`src/rtl/countdown_timer.sv`:
```
// Day/hour/minute/second countdown timer with prescaler, pause/resume and expiry pulse.
// Define COUNTDOWN_AUTO_RELOAD_EN to reload from the shadow registers on expiry instead of stopping.
module countdown_timer #(
  parameter int unsigned TICKS_PER_SEC = 50000000
) (
  input  logic       clk_i,
  input  logic       reset_i,
  input  logic       load_i,
  input  logic       start_i,
  input  logic       stop_i,
  input  logic [7:0] set_day_i,
  input  logic [7:0] set_hour_i,
  input  logic [7:0] set_minute_i,
  input  logic [7:0] set_second_i,
  output logic [7:0] day_o,
  output logic [7:0] hour_o,
  output logic [7:0] minute_o,
  output logic [7:0] second_o,
  output logic       running_o,
  output logic       done_o,
  output logic       expired_o
);

  localparam int unsigned PW = (TICKS_PER_SEC > 2) ? $clog2(TICKS_PER_SEC) : 1;
  localparam logic [PW-1:0] PMax = PW'(TICKS_PER_SEC - 1);

  typedef enum logic [1:0] {StIdle, StRun, StPause, StDone} state_e;

  state_e state_q, state_d;
  logic [PW-1:0] pcnt_q, pcnt_d;
  logic [7:0] day_q, day_d, hour_q, hour_d, min_q, min_d, sec_q, sec_d;
  logic [7:0] sh_day_q, sh_day_d, sh_hour_q, sh_hour_d, sh_min_q, sh_min_d, sh_sec_q, sh_sec_d;
  logic [7:0] dec_day, dec_hour, dec_min, dec_sec;
  logic       done_q, done_d;
  logic       cnt_zero, dec_zero, tick;

  function automatic logic [7:0] clamp(input logic [7:0] v, input logic [7:0] max);
    return (v > max) ? max : v;
  endfunction

  assign cnt_zero = (day_q == 8'd0) && (hour_q == 8'd0) && (min_q == 8'd0) && (sec_q == 8'd0);
  assign tick     = (state_q == StRun) && (pcnt_q == PMax);

  // Borrow chain; only evaluated on a tick, where the count is never zero.
  always_comb begin
    dec_day  = day_q;
    dec_hour = hour_q;
    dec_min  = min_q;
    dec_sec  = sec_q;
    if (sec_q != 8'd0) begin
      dec_sec = sec_q - 8'd1;
    end else begin
      dec_sec = 8'd59;
      if (min_q != 8'd0) begin
        dec_min = min_q - 8'd1;
      end else begin
        dec_min = 8'd59;
        if (hour_q != 8'd0) begin
          dec_hour = hour_q - 8'd1;
        end else begin
          dec_hour = 8'd23;
          dec_day  = day_q - 8'd1;
        end
      end
    end
  end

  assign dec_zero = (dec_day == 8'd0) && (dec_hour == 8'd0) && (dec_min == 8'd0) &&
                    (dec_sec == 8'd0);

  // State register
  always_ff @(posedge clk_i) begin
    if (reset_i) begin
      state_q <= StIdle;
    end else begin
      state_q <= state_d;
    end
  end

  // Next-state logic
  always_comb begin
    state_d = state_q;
    if (load_i) begin
      state_d = StIdle;
    end else begin
      unique case (state_q)
        StIdle, StPause: begin
          if (!stop_i && start_i && !cnt_zero) state_d = StRun;
        end
        StRun: begin
          if (stop_i) begin
            state_d = StPause;
          end else if (tick && dec_zero) begin
`ifdef COUNTDOWN_AUTO_RELOAD_EN
            state_d = StRun;
`else
            state_d = StDone;
`endif
          end
        end
        StDone: state_d = StDone;
        default: state_d = StIdle;
      endcase
    end
  end

  // Output logic
  always_comb begin
    running_o = (state_q == StRun);
    expired_o = (state_q == StDone);
    done_o    = done_q;
    day_o     = day_q;
    hour_o    = hour_q;
    minute_o  = min_q;
    second_o  = sec_q;
  end

  // Datapath next-state: counters, shadows, prescaler, done pulse
  always_comb begin
    day_d     = day_q;
    hour_d    = hour_q;
    min_d     = min_q;
    sec_d     = sec_q;
    sh_day_d  = sh_day_q;
    sh_hour_d = sh_hour_q;
    sh_min_d  = sh_min_q;
    sh_sec_d  = sh_sec_q;
    pcnt_d    = pcnt_q;
    done_d    = 1'b0;
    if (load_i) begin
      day_d     = clamp(set_day_i, 8'd29);
      hour_d    = clamp(set_hour_i, 8'd23);
      min_d     = clamp(set_minute_i, 8'd59);
      sec_d     = clamp(set_second_i, 8'd59);
      sh_day_d  = day_d;
      sh_hour_d = hour_d;
      sh_min_d  = min_d;
      sh_sec_d  = sec_d;
      pcnt_d    = '0;
    end else if (state_q == StRun && !stop_i) begin
      if (tick) begin
        pcnt_d = '0;
        done_d = dec_zero;
`ifdef COUNTDOWN_AUTO_RELOAD_EN
        if (dec_zero) begin
          day_d  = sh_day_q;
          hour_d = sh_hour_q;
          min_d  = sh_min_q;
          sec_d  = sh_sec_q;
        end else begin
          day_d  = dec_day;
          hour_d = dec_hour;
          min_d  = dec_min;
          sec_d  = dec_sec;
        end
`else
        day_d  = dec_day;
        hour_d = dec_hour;
        min_d  = dec_min;
        sec_d  = dec_sec;
`endif
      end else begin
        pcnt_d = pcnt_q + 1'b1;
      end
    end
  end

  always_ff @(posedge clk_i) begin
    if (reset_i) begin
      day_q     <= 8'd0;
      hour_q    <= 8'd0;
      min_q     <= 8'd0;
      sec_q     <= 8'd0;
      sh_day_q  <= 8'd0;
      sh_hour_q <= 8'd0;
      sh_min_q  <= 8'd0;
      sh_sec_q  <= 8'd0;
      pcnt_q    <= '0;
      done_q    <= 1'b0;
    end else begin
      day_q     <= day_d;
      hour_q    <= hour_d;
      min_q     <= min_d;
      sec_q     <= sec_d;
      sh_day_q  <= sh_day_d;
      sh_hour_q <= sh_hour_d;
      sh_min_q  <= sh_min_d;
      sh_sec_q  <= sh_sec_d;
      pcnt_q    <= pcnt_d;
      done_q    <= done_d;
    end
  end

endmodule
```
`config.mk`:
```
export PLATFORM = sky130hd
export DESIGN_NAME = countdown_timer
export DESIGN_NICKNAME = d
export VERILOG_FILES = /design/src/rtl/countdown_timer.sv
export SDC_FILE = /design/constraint.sdc
export NUM_CORES = 1
export LEC_CHECK = 0
export BUFFER_PORTS_ARGS = -buffer_cell sky130_fd_sc_hd__buf_2
export CAP_MARGIN = 10
export CORE_MARGIN = 4
export CORE_UTILIZATION = 50
export CTS_CLUSTER_DIAMETER = 60
export CTS_CLUSTER_SIZE = 20
export DETAILED_ROUTE_END_ITERATION = 10
export PLACE_DENSITY_LB_ADDON = 0.3
export SYNTH_ARGS = -nofsm -noshare
export SYNTH_HDL_FRONTEND = slang
export SYNTH_SLANG_ARGS = --single-unit
```
`constraint.sdc`:
```
create_clock -name clk_i -period 6.6 [get_ports clk_i]
set_clock_uncertainty 0.15 [all_clocks]
set_input_delay 0.33 -clock clk_i [delete_from_list [all_inputs] [get_ports clk_i]]
set_output_delay 0.33 -clock clk_i [all_outputs]
set_load 0.02 [all_outputs]
```
==> metrics.cfg <==
[synth]
syn_inst = 477
synth_top_flop_cell = dfxtp_1
synth_warnings = 0
synth_top_cell_by_area = dfxtp_1
synth.avg_cell_area_um2 = 8.019
synth_area_leaders = dfxtp_1 32%, nor2_1 6.1%, xnor2_1 5.0%, nor4_1 4.1%, nand4_1 3.8%
ys_ff_latch = 61
syn_area_mm2 = 0.003825
synth-edff-count = 0
synth-seq-area-share_pct = 31.93
synth_top_area_share_pct = 31.93
netlist-cell-type-count = 62
synthArstFlopShare_pct = 0
syn-num-nets = 522

[hold_path]
min-delay-start = set_hour_i[3]
hp-class = in2reg

[sta]
period_share_pct = 51.49
period_minus_slack_ns = 3.398
rsz0062_at_grt = false
hold_viol_final = 0
drv_slew = 0
setup_tns_ns = 0
max-slew-margin-rel_pct = 34.69
fmax_mhz = 294.3
setup_viol = 0
setup_ws_ns = 3.202
tightest_slew_ns = 0.9776

[clocking]
clkSlewWorstSetupHoldPaths_ns = 0.07
clk_latency_ns = 0.35
numCtsBuffers = 9
post_cts_buffers = 0
cts_tree = yes
cts-root-buf = clkbuf_8
clock_path_buffers = 2
cts.sinks = 61
cts_resized = 0
htreeDepth = 3
ctsHoldBuffers = 0

[die]
die_area_mm2 = 0.009114
die_w_um = 95.47
coreArea_mm2 = 0.007331
die_h_um = 95.47
ios = 72
initial_core_util_pct = 52.18
rows = 31

[critical_path]
cp_max_fo = 18
crit_family = simple AND/OR/NAND/NOR gates
critPathLaunchType = flip-flop
crit_chain = inv_1 > ha_1 > nor3b_1 > and2_1 > nand3_1 > or4_1 > a21oi_1
critPathKind = reg2reg
critPathBufInv = 1
critPathRequiredTime_ns = 6.73
cpPeakStageDelay_ns = 0.81
setup.worst_path.end_class = flip-flop
reg2reg_from = second_o[0]$_SDFFE_PP0P_
cp-startpoint = second_o[0]$_SDFFE_PP0P_
slowest_stage = nor3b_1
crit_arrival_ns = 3.53

[place]
io_buffers = 71
routabilityCongestion = 0.8929
dp_hpwl_mm = 7.661
place_ws_ns = 3.302

[grt]
grt_max_degree = 31
grt_pass1_wl_mm = 17.43
antenna_found_initial = 0
overflow = 0
grt_pass1_vias = 3725
grt_util_all_layers_pct = 23.99

[finish]
fin_nets = 579
fillers = 672
diodes = 0
final_core_util_pct = 60.62
final_layout_size_suffix_gt1_share_pct = 19.11
syn2layout_area_growth_pct = 16.19

[drt]
routed_wl_mm = 10.63
drt_pass1_iterations = 5
vias_per_cell = 6.197
drc_errors = 0
vias = 3954
initialDrtViolationCount = 164
ant_nets = 0
wire_per_inst_um = 16.66

[power_and_ir_drop]
pwr-share-comb_pct = 14.1
internal_power_w = 0.0006884
p_leak_nw = 1.606
clkPwrFrac_pct = 43.9
pwr-share-seq_pct = 42.1
p_sw_w = 0.0002489
swShare_pct = 26.56
power_density_mw_per_mm2 = 210.9
irDropWorstVdd_mv = 0.1448

[run]
drv_cap = 0

[run_status]
status = finished, final reports clean

tightest hold or removal path, delay by kind of cell:
family,cells,cell delay [ns]
buf+inv,1,0.10
simple gates,1,0.05
compound gates,1,0.07
routing by layer:
metal	global-route usage, %	wire length, µm	vias to the layer above
li1	-	-	1915
met1	30.85	4716	1869
met2	39.13	4876	154
met3	5.209	843	16
met4	9.360	191	0
met5	0	0	-
sequential cells by signal, summed over array words and instances, names as in the netlist:
name and cells:
day_o 8, done_o 1, hour_o 8, minute_o 8, pcnt_q 26, second_o 8, state_q 2
cell usage after synthesis, drive strengths merged (3+ instances only):
| cell | instances |
|---|---|
| xor2 | 5 |
| nand4 | 24 |
| ha | 8 |
| buf | 3 |
| a41o | 3 |
| nor3 | 20 |
| a21oi | 13 |
| a211o | 3 |
| or2 | 3 |
| o32ai | 3 |
| dfxtp | 61 |
| and4b | 3 |
| nor4 | 26 |
| a211oi | 9 |
| a311oi | 4 |
| or3b | 4 |
| nand2b | 4 |
| mux2i | 5 |
| xnor2 | 22 |
| and2 | 4 |
| and3 | 5 |
| clkbuf | 23 |
| nand3 | 11 |
| nor3b | 7 |
| nor2 | 62 |
| or4 | 10 |
| a2111o | 3 |
| nor4b | 7 |
| nand2 | 27 |
| o21bai | 4 |
| nor2b | 4 |
| o211ai | 5 |
| o21ai | 10 |
| a31o | 3 |
| o31ai | 4 |
| and4 | 9 |
| or3 | 9 |
| a31oi | 5 |
| inv | 22 |
power groups by stage:
| stage | registers, W | clock network, W | logic [W] |
|---|---|---|---|
| after floorplan | 0.000409 | 0 | 0.0000786 |
| after global placement | 0.000401 | 0 | 0.000128 |
| after detailed placement | 0.000402 | 0 | 0.000129 |
| after CTS | 0.000393 | 0.000414 | 0.000130 |
| after global routing | 0.000396 | 0.000430 | 0.000145 |
| final | 0.000394 | 0.000411 | 0.000132 |
area by class of cell:
| type | count | area, µm² | area share, % |
|---|---|---|---|
| multi-input cells | 368 | 2414 | 54.31 |
| flip-flops and latches | 61 | 1221 | 27.48 |
| repair buffers | 72 | 362.8 | 8.164 |
| clock buffers | 12 | 145.1 | 3.266 |
| well taps | 99 | 123.9 | 2.787 |
| clock inverters | 4 | 95.09 | 2.140 |
| inverters | 22 | 82.58 | 1.858 |
stage by stage:
stage	hold WS, ns	std cells	power [W]	area [µm²]
2_1_floorplan	0.2770	477	0.0004880	3825
3_3_place_gp	0.3449	622	0.0005289	4204
3_5_place_dp	0.3594	622	0.0005311	4204
4_1_cts	0.09818	638	0.0009372	4444
5_1_grt	0.1083	638	0.0009704	4444
6_report	0.09742	638	0.0009372	4444
cells by family after synthesis:
group | share of synthesized area (%)
adder cells (fa/ha/maj) | 2.617
multiplexers | 1.309
flip-flops | 31.93
AO/OA/AOI/OAI | 15.64
XOR/XNOR | 6.182
buffers and inverters | 4.972
AND/OR/NAND/NOR | 37.36
placed cells by master (no fill, tap or decap), types with 10 or more instances in the layout:
cell / instances
buf_2: 71
o21ai_0: 10
nand4_1: 23
clkbuf_8: 10
inv_1: 22
nand2_1: 27
nand3_1: 11
a21oi_1: 13
dfxtp_1: 61
nor3_1: 19
xnor2_1: 22
nor2_1: 62
nor4_1: 25
final timing paths:
kind	end	slack, ns	depth (start not counted)
setup reg to reg	day_o[6]$_SDFFE_PP0P_	3.20	7
hold / removal	hour_o[3]$_SDFFE_PP0P_	0.1	3
setup / recovery	day_o[6]$_SDFFE_PP0P_	3.20	7
hold reg to reg	pcnt_q[1]$_SDFFE_PP0P_	0.38	2
Note: power is estimated with default switching activity, not from simulation.
